`src/rtl/div_pkg.sv`:
```
// Shared types and constants for the multi-cycle signed divider.
package div_pkg;

   localparam int DIV_WIDTH = 32;
   localparam int DIV_STEPS = 32;

   localparam logic [DIV_WIDTH-1:0] DIV_ZERO_Q = '1;

   typedef enum logic [1:0] {
      IDLE = 2'd0,
      RUN  = 2'd1,
      FIX  = 2'd2,
      DONE = 2'd3
   } div_state_t;

endpackage

```
`src/rtl/nr_div_step.sv`:
```
// One non-restoring division step: shift {A,Q} left, then add or subtract M.
module nr_div_step
   import div_pkg::*;
#(
   parameter int WIDTH = DIV_WIDTH
) (
   input  logic [WIDTH:0]   a,
   input  logic [WIDTH-1:0] q,
   input  logic [WIDTH-1:0] m,
   output logic [WIDTH:0]   a_next,
   output logic [WIDTH-1:0] q_next
);

   logic [WIDTH:0] a_sh;
   logic [WIDTH:0] m_ext;

   always_comb begin
      a_sh   = {a[WIDTH-1:0], q[WIDTH-1]};
      m_ext  = {1'b0, m};
      // Sign of the old partial remainder picks subtract or add-back
      a_next = a[WIDTH] ? (a_sh + m_ext) : (a_sh - m_ext);
      q_next = {q[WIDTH-2:0], ~a_next[WIDTH]};
   end

endmodule

```
`src/rtl/divider_unit.sv`:
```
// Multi-cycle 32-bit signed divider: 32 non-restoring steps plus a fix-up cycle.
module divider_unit
   import div_pkg::*;
#(
   parameter int WIDTH = DIV_WIDTH
) (
   input  logic             clock,
   input  logic             clear,
   input  logic             start,
   input  logic [WIDTH-1:0] dividend,
   input  logic [WIDTH-1:0] divisor,
   output logic             busy,
   output logic             done,
   output logic [WIDTH-1:0] quotient,
   output logic [WIDTH-1:0] remainder,
   output logic             div_by_zero
);

   localparam int CW = $clog2(DIV_STEPS);
   localparam logic [CW-1:0] LAST = CW'(DIV_STEPS - 1);

   div_state_t state;

   logic [WIDTH:0]   a;
   logic [WIDTH-1:0] q;
   logic [WIDTH-1:0] m;
   logic [CW-1:0]    count;
   logic             sign_q;
   logic             sign_r;

   logic [WIDTH:0]   a_next;
   logic [WIDTH-1:0] q_next;
   logic [WIDTH-1:0] dvd_mag;
   logic [WIDTH-1:0] dvs_mag;
   logic [WIDTH-1:0] rem_mag;
   logic [WIDTH-1:0] q_res;
   logic [WIDTH-1:0] r_res;

   nr_div_step #(
      .WIDTH (WIDTH)
   ) u_step (
      .a      (a),
      .q      (q),
      .m      (m),
      .a_next (a_next),
      .q_next (q_next)
   );

   always_comb begin
      dvd_mag = dividend[WIDTH-1] ? -dividend : dividend;
      dvs_mag = divisor[WIDTH-1] ? -divisor : divisor;
      // Low bits of A+M are exact modulo 2^WIDTH
      rem_mag = a[WIDTH] ? (a[WIDTH-1:0] + m) : a[WIDTH-1:0];
      q_res   = sign_q ? -q : q;
      r_res   = sign_r ? -rem_mag : rem_mag;
   end

   always_ff @(posedge clock) begin
      if (clear) begin
         state       <= IDLE;
         busy        <= 1'b0;
         done        <= 1'b0;
         quotient    <= '0;
         remainder   <= '0;
         div_by_zero <= 1'b0;
         count       <= '0;
         a           <= '0;
         q           <= '0;
         m           <= '0;
         sign_q      <= 1'b0;
         sign_r      <= 1'b0;
      end else begin
         unique case (state)
            IDLE: begin
               done <= 1'b0;
               if (start) begin
                  if (divisor == '0) begin
                     quotient    <= WIDTH'(DIV_ZERO_Q);
                     remainder   <= dividend;
                     div_by_zero <= 1'b1;
                     done        <= 1'b1;
                     state       <= DONE;
                  end else begin
                     q           <= dvd_mag;
                     m           <= dvs_mag;
                     sign_r      <= dividend[WIDTH-1];
                     sign_q      <= dividend[WIDTH-1] ^ divisor[WIDTH-1];
                     a           <= '0;
                     count       <= '0;
                     busy        <= 1'b1;
                     div_by_zero <= 1'b0;
                     state       <= RUN;
                  end
               end
            end
            RUN: begin
               a     <= a_next;
               q     <= q_next;
               count <= count + 1'b1;
               if (count == LAST) begin
                  state <= FIX;
               end
            end
            FIX: begin
               quotient  <= q_res;
               remainder <= r_res;
               busy      <= 1'b0;
               done      <= 1'b1;
               state     <= DONE;
            end
            DONE: begin
               done  <= 1'b0;
               state <= IDLE;
            end
            default: begin
               state <= IDLE;
            end
         endcase
      end
   end

endmodule
```
`config.mk`:
```
export PLATFORM = sky130hd
export DESIGN_NAME = divider_unit
export DESIGN_NICKNAME = d
export VERILOG_FILES = /design/src/rtl/div_pkg.sv /design/src/rtl/nr_div_step.sv /design/src/rtl/divider_unit.sv
export SDC_FILE = /design/constraint.sdc
export NUM_CORES = 1
export LEC_CHECK = 0
export CAP_MARGIN = 20
export CORE_MARGIN = 2
export CORE_UTILIZATION = 50
export DETAILED_ROUTE_END_ITERATION = 8
export GPL_ROUTABILITY_DRIVEN = 0
export PLACE_DENSITY = 0.71
export SLEW_MARGIN = 20
export SYNTH_ARGS = -nofsm -noshare
export SYNTH_HDL_FRONTEND = slang
export SYNTH_HIERARCHICAL = 1
export SYNTH_SLANG_ARGS = --single-unit
```
`constraint.sdc`:
```
create_clock -name clock -period 7.2 [get_ports clock]
set_clock_uncertainty 0.2 [all_clocks]
set_input_delay 0.72 -clock clock [delete_from_list [all_inputs] [get_ports clock]]
set_output_delay 0.72 -clock clock [all_outputs]
set_load 0.005 [all_outputs]
```
==> flow_metrics.tcl, run 1 <==
set metrics [dict create \
    outcome "completed" \
    async_flop_share 0 \
    power.density_nw_per_um2 458 \
    min_period_ps 5050 \
    ys_seq_area_frac 0.239 \
    synth.cell_area_um2 14500 \
    hpwl_mm 29.9 \
    overflow 0 \
    nets 2099 \
    layout_setup_ws_ps 2150 \
    crit_arrival_ps 5210 \
    min_to "div_by_zero$_SDFFE_PP0P_" \
    crit_buf_inv 1 \
    r2r_start "m[1]$_SDFFE_PP0P_" \
    finalSetupViolations 0 \
    cts_tree "built" \
    cts-root-buf "clkbuf_16" \
    slowest_stage "nor3b_1" \
    synth_top_flop_cell "dfxtp_1" \
    ys_top_cells_by_area "dfxtp_1 (24%), xor2_1 (7.7%), nand2_1 (6.6%)" \
    synth_edf_count 0 \
    synth_cells 1942 \
    synth.distinct_cells 94 \
    routed_wirelength_mm 39.5 \
    dieArea_um2 30300 \
    htreeDepth 4 \
    yosysWarnings 6 \
    vias_per_cell 6.01 \
    antenna_cells 0 \
    fmax_ghz 0.198 \
    worstSetupPathType "reg2reg" \
    ys_ff_latch 173 \
    peakVddDrop_mv 0.243 \
    antenna_found_initial 0 \
    crit_required_ps 7350 \
    period_share 0.702 \
    total_power_mw 7.47 \
    ctsResizeCount 0 \
    gr-usage-met1 0.355 \
    cap_violations 0 \
    place_area_um2 15700 \
    wl_per_cell_um 16.8 \
    slew_viol_final 0 \
    grt_most_used_layer "met2" \
    rsz0062_at_grt "no" \
    hold_path_class "reg2reg" \
    vias 14100 \
    reg2reg_depth 15 \
    path_clk_slew_ps 80 \
    max-clock-path-buffers 2 \
    slew_headroom 0.304 \
    post-place-ws_ps 1890 \
    grt_start_max_net_pins 91 \
    cp-start-kind "flop" \
    cts_buffers 17 \
    clkLatencyLatePin_ps 440 \
    power_leakage_nw 6.14 \
    drt_iter0_drc 1241 \
    rrSetupSlack_ps 2150 \
    initial_core_util 0.506 \
    drc 0 \
    path_cells "inv_1 > ha_1 > nor3b_1 > and3_1 > and2_1 > a31oi_1 > xor2_1 > ha_1 > nand4_1 > a2111oi_2 > o21ai_1 > a31oi_1 > xor2_1 > mux2i_1 > a211oi_1" \
    fill_cells 2669 \
    synth_common_cells "nand2_1 (256), a21oi_1 (179), dfxtp_1 (173), nor2_1 (170), xor2_1 (128)" \
    core_area_um2 28600 \
    port_buffers 133 \
    hold_buffers 0 \
    critical-path-max-stage-delay_ps 660 \
    fin_tns_setup_ps 0 \
    use_met3 0.0252 \
    crit_family "compound AO/OA/AOI/OAI gates" \
    rows 62 \
    clock-sinks 173 \
    cp-end-kind "flop" \
    hold_depth 2 \
    synth_fp_nets 2087 \
    r2r_end "q[0]$_SDFFE_PP0P_" \
    hold_viol 0 \
    critPathMaxFanout 8 \
    synthesis.area_per_instance_um2 7.46 \
    yosys.area.top_type "dfxtp_1" \
    drt-pass1-iter-count 6 \
    ioPinCount 134 \
    post-cts-setup-buffers 0 \
    fin_area_um2 16300 \
    fin_hold_ws_ps 259 \
    worst_slew_pin_slew_ps 1040 \
    hold_start "div_by_zero$_SDFFE_PP0P_" \
    grt_pass1_wl_mm 64.8 \
    syn2layout_area_growth_pct 12.5 \
    yosysMostFrequentCell "nand2_1" \
    grt_use_total 0.257 \
    dieWidth_um 174 \
    grt_pass1_vias 12800 \
    dpl.cell_count 2319 \
    die_h_um 174 \
    drive_gt1_frac 0.0504 \
    final_core_utilization 0.569 \
    ant_nets 0 \
    yosys.area.top_type_share 0.239 \
    final_cell_count_no_fill 2350 \
    use_met2 0.422 \
]
-- registers in the layout (all words and copies together), names as in the netlist --
| register | count |
|---|---|
| a | 33 |
| m | 32 |
| q | 32 |
| quotient | 32 |
| remainder | 32 |
| count | 5 |
| state | 2 |
| busy | 1 |
| div_by_zero | 1 |
| done | 1 |
| sign_q | 1 |
| sign_r | 1 |
-- final cells by class --
| cell class | instances | area (µm²) | share of cell area |
|---|---|---|---|
| multi-input combinational | 1572 | 10200 | 0.625 |
| sequential | 173 | 3460 | 0.213 |
| timing repair buffer | 146 | 1420 | 0.0872 |
| tap | 384 | 480 | 0.0295 |
| clock buffer | 17 | 425 | 0.0261 |
| inverter | 44 | 165 | 0.0101 |
| clock inverter | 14 | 150 | 0.00921 |
-- tightest hold or removal path, delay by kind of cell, from the launching register on --
kind               cells  cell delay [ps]
DFF                    1              310
and+or+nand+nor        1               50
AOI/OAI and AO/OA      1               50
-- cell usage in the layout (no fill, tap or decap), types with 18 or more instances in the layout --
cell	n
nand2_1	256
a21oi_1	177
dfxtp_1	172
nor2_1	169
clkdlybuf4s50_1	131
xor2_1	128
o21ai_0	103
ha_1	74
a211oi_1	64
nand3_1	63
xnor2_1	60
inv_1	44
a21o_1	32
o31ai_1	31
mux2i_1	30
nor3_1	28
a311oi_1	28
o211ai_1	23
o41ai_1	22
and3_1	20
nand2b_1	18
nand4_1	18
-- power by group --
part	internal, mW	leakage, nW	switching (mW)	total (mW)
Combinational	1.95	4.44	2.93	4.88
Sequential	1.26	1.42	0.407	1.66
Clock	0.462	0.276	0.459	0.921
-- how the worst max path moves through the flow --
stage | cells after the start | start | end | slack (ps)
after global routing | 15 | m[1]$_SDFFE_PP0P_ | q[0]$_SDFFE_PP0P_ | 1740
after floorplan | 13 | a[0]$_SDFFE_PP0P_ | remainder[24]$_SDFFE_PP0P_ | 3200
after CTS | 15 | m[1]$_SDFFE_PP0P_ | q[0]$_SDFFE_PP0P_ | 2190
after detailed placement | 11 | divisor[10] | quotient[6]$_SDFFE_PP0P_ | 1890
after global placement | 11 | divisor[10] | quotient[7]$_SDFFE_PP0P_ | 2050
final | 15 | m[1]$_SDFFE_PP0P_ | q[0]$_SDFFE_PP0P_ | 2150
-- per-layer routing --
| metal | share of wire | wire [µm] |
|---|---|---|
| met1 | 0.46 | 18300 |
| met2 | 0.46 | 18000 |
| met3 | 0.055 | 2180 |
| met4 | 0.023 | 923 |
| met5 | 0 | 0 |
-- cells by family (layout without fill, tap and decap cells) --
logic type / count (synthesis) / after routing / synth area share
AOI/OAI and AO/OA: 595 / 595 / 0.274
muxes: 37 / 37 / 0.0264
DFF: 173 / 173 / 0.239
xor gates and xnor gates: 189 / 189 / 0.115
adders and majority gates: 78 / 78 / 0.0684
buffers and inverters: 197 / 221 / 0.0606
and+or+nand+nor: 673 / 673 / 0.217
No activity file was read; power rests on OpenSTA's default activity.
==> run 2: changes to the inputs <==
==> constraint.sdc (replaced) <==
create_clock -name clock -period 5.18 [get_ports clock]
set_clock_uncertainty 0.2 [all_clocks]
set_input_delay 0.518 -clock clock [delete_from_list [all_inputs] [get_ports clock]]
set_output_delay 0.518 -clock clock [all_outputs]
set_load 0.005 [all_outputs]
==> run 2 against run 1 <==
Compared with the run above: total power up 40%; register-to-register slack worse by 1600 ps; clock power up 40%; critical path depth up 1; worst hold slack better by 0.78 ps; worst setup slack worse by 1600 ps; first-iteration DRC count down 3.7%; final area up 0.48%; non-clock buffer count up 5; die area unchanged; largest power group unchanged.
==> flow_metrics.tcl, run 2 (same netlist as run 1, synthesis figures left out) <==
set metrics [dict create \
    drt_iter0_drc 1195 \
    cts_tree "built" \
    drc 0 \
    hold_path_class "reg2reg" \
    die_h_um 174 \
    grt_use_total 0.257 \
    final_cell_count_no_fill 2356 \
    power_leakage_nw 6.18 \
    cap_violations 0 \
    drive_gt1_frac 0.0527 \
    core_area_um2 28600 \
    routed_wirelength_mm 39.6 \
    dieArea_um2 30300 \
    antenna_cells 0 \
    layout.cells.most_common "nand2_1" \
    syn2layout_area_growth_pct 13.1 \
    hold_viol 0 \
    cts_buffers 17 \
    vias_per_cell 5.96 \
    worst_slew_pin_slew_ps 1060 \
    grt_pass1_vias 12700 \
    path_clk_slew_ps 80 \
    max-clock-path-buffers 2 \
    power_frac_comb 0.657 \
    vias 14100 \
    slew_headroom 0.283 \
    largest_reg_flops 33 \
    largest_register "a" \
    cp-end-kind "flop" \
    post-cts-setup-buffers 0 \
    crit_required_ps 5320 \
    critPathMaxFanout 7 \
    power_switching_share 0.505 \
    ctsResizeCount 0 \
    rsz0062_at_grt "no" \
    dieWidth_um 174 \
    place_area_um2 15800 \
    ioPinCount 134 \
    cp-start-kind "flop" \
    dpl.cell_count 2324 \
    initial_core_util 0.506 \
    htreeDepth 4 \
    port_buffers 133 \
    drt-pass1-iter-count 5 \
    hold_buffers 0 \
    mostFrequentLayoutCells "nand2_1 (256), a21oi_1 (177), dfxtp_1 (172), nor2_1 (169), clkdlybuf4s50_1 (131)" \
    slew_viol_final 0 \
    hpwl_mm 30.3 \
    antenna_found_initial 0 \
    rows 62 \
    multi_input_area_um2 10200 \
    seqPwrFrac 0.220 \
    regArea_um2 3460 \
    worstSetupPathType "reg2reg" \
    fin_area_um2 16400 \
    power.density_nw_per_um2 639 \
    fill_cells 2684 \
    netSwitchingPower_mw 5.28 \
    finalSetupViolations 0 \
    p_int_mw 5.18 \
    outcome "completed" \
    fmax_ghz 0.216 \
    cts-root-buf "clkbuf_16" \
    overflow 0 \
    crit_arrival_ps 4760 \
    peakVddDrop_mv 0.285 \
    fin_tns_setup_ps 0 \
    grt_start_max_net_pins 91 \
    clock-sinks 173 \
    period_share 0.892 \
    clkLatencyLatePin_ps 440 \
    wl_per_cell_um 16.8 \
    ant_nets 0 \
    nets 2104 \
    pwr-share-clk 0.123 \
    min_period_ps 4620 \
    grt_pass1_wl_mm 65.1 \
]
run 2: final timing paths:
kind,from,end,slack [ps],depth (start not counted)
worst max-delay path,m[6]$_SDFFE_PP0P_,q[0]$_SDFFE_PP0P_,560,16
worst min-delay path,count[4]$_SDFFE_PP0P_,count[4]$_SDFFE_PP0P_,260,2
worst max register to register,m[6]$_SDFFE_PP0P_,q[0]$_SDFFE_PP0P_,560,16
worst min register to register,count[4]$_SDFFE_PP0P_,count[4]$_SDFFE_PP0P_,260,2
run 2: power groups by stage:
| stage | Sequential [mW] | Combinational [mW] | Clock (mW) |
|---|---|---|---|
| 2_1_floorplan | 2.12 | 5.34 | 0 |
| 3_5_place_dp | 2.32 | 6.76 | 0 |
| 3_3_place_gp | 2.31 | 6.65 | 0 |
| 4_1_cts | 2.29 | 6.79 | 1.31 |
| 5_1_grt | 2.37 | 7.62 | 1.36 |
| 6_report | 2.30 | 6.87 | 1.29 |
run 2: cell type report:
class                           count  share of cell area
Clock inverter                     14             0.00917
Clock buffer                       18              0.0262
Multi-Input combinational cell   1572               0.622
Timing Repair Buffer              151              0.0914
Tap cell                          384              0.0293
Sequential cell                   173               0.212
Inverter                           44              0.0101
run 2: layer usage:
metal,share of wire,up-vias,GRT usage
met4,0.012,0,0.0546
met1,0.46,6442,0.356
li1,-,7096,-
met2,0.46,476,0.432
met3,0.064,37,0.0280
met5,0,-,0
run 2: metrics by stage:
step                      utilization  hold slack (ps)  worst slack [ps]  power [mW]
after global routing            0.572              282               187        11.3
after CTS                       0.572              260               619        10.4
after global placement          0.552              242               610        8.96
after detailed placement        0.552              250               541        9.09
final                           0.572              260               559        10.5
after floorplan                     -              236              1180        7.46
run 2: worst max-delay path, stage by stage (launching register included):
cell and delay [ps]:
dfxtp_1 360, or4_4 550, nor4_4 250, and3_1 270, a21oi_1 90, xor2_1 170, ha_1 370, a21o_1 190
a21o_1 180, a2111oi_1 560, o31ai_1 200, o21ai_1 270, a31oi_1 190, xor2_1 220, buf_4 130, mux2i_1 60
a211oi_1 260
==> run 3: changes to the inputs <==
--- a/config.mk
+++ b/config.mk
@@ -10,6 +10,7 @@
 export CORE_UTILIZATION = 50
 export DETAILED_ROUTE_END_ITERATION = 8
 export GPL_ROUTABILITY_DRIVEN = 0
+export HOLD_SLACK_MARGIN = 0.12
 export PLACE_DENSITY = 0.71
 export SLEW_MARGIN = 20
 export SYNTH_ARGS = -nofsm -noshare
==> results of run 3 <==
No change in the layout: final DEF, timing and power equal those of run 2.
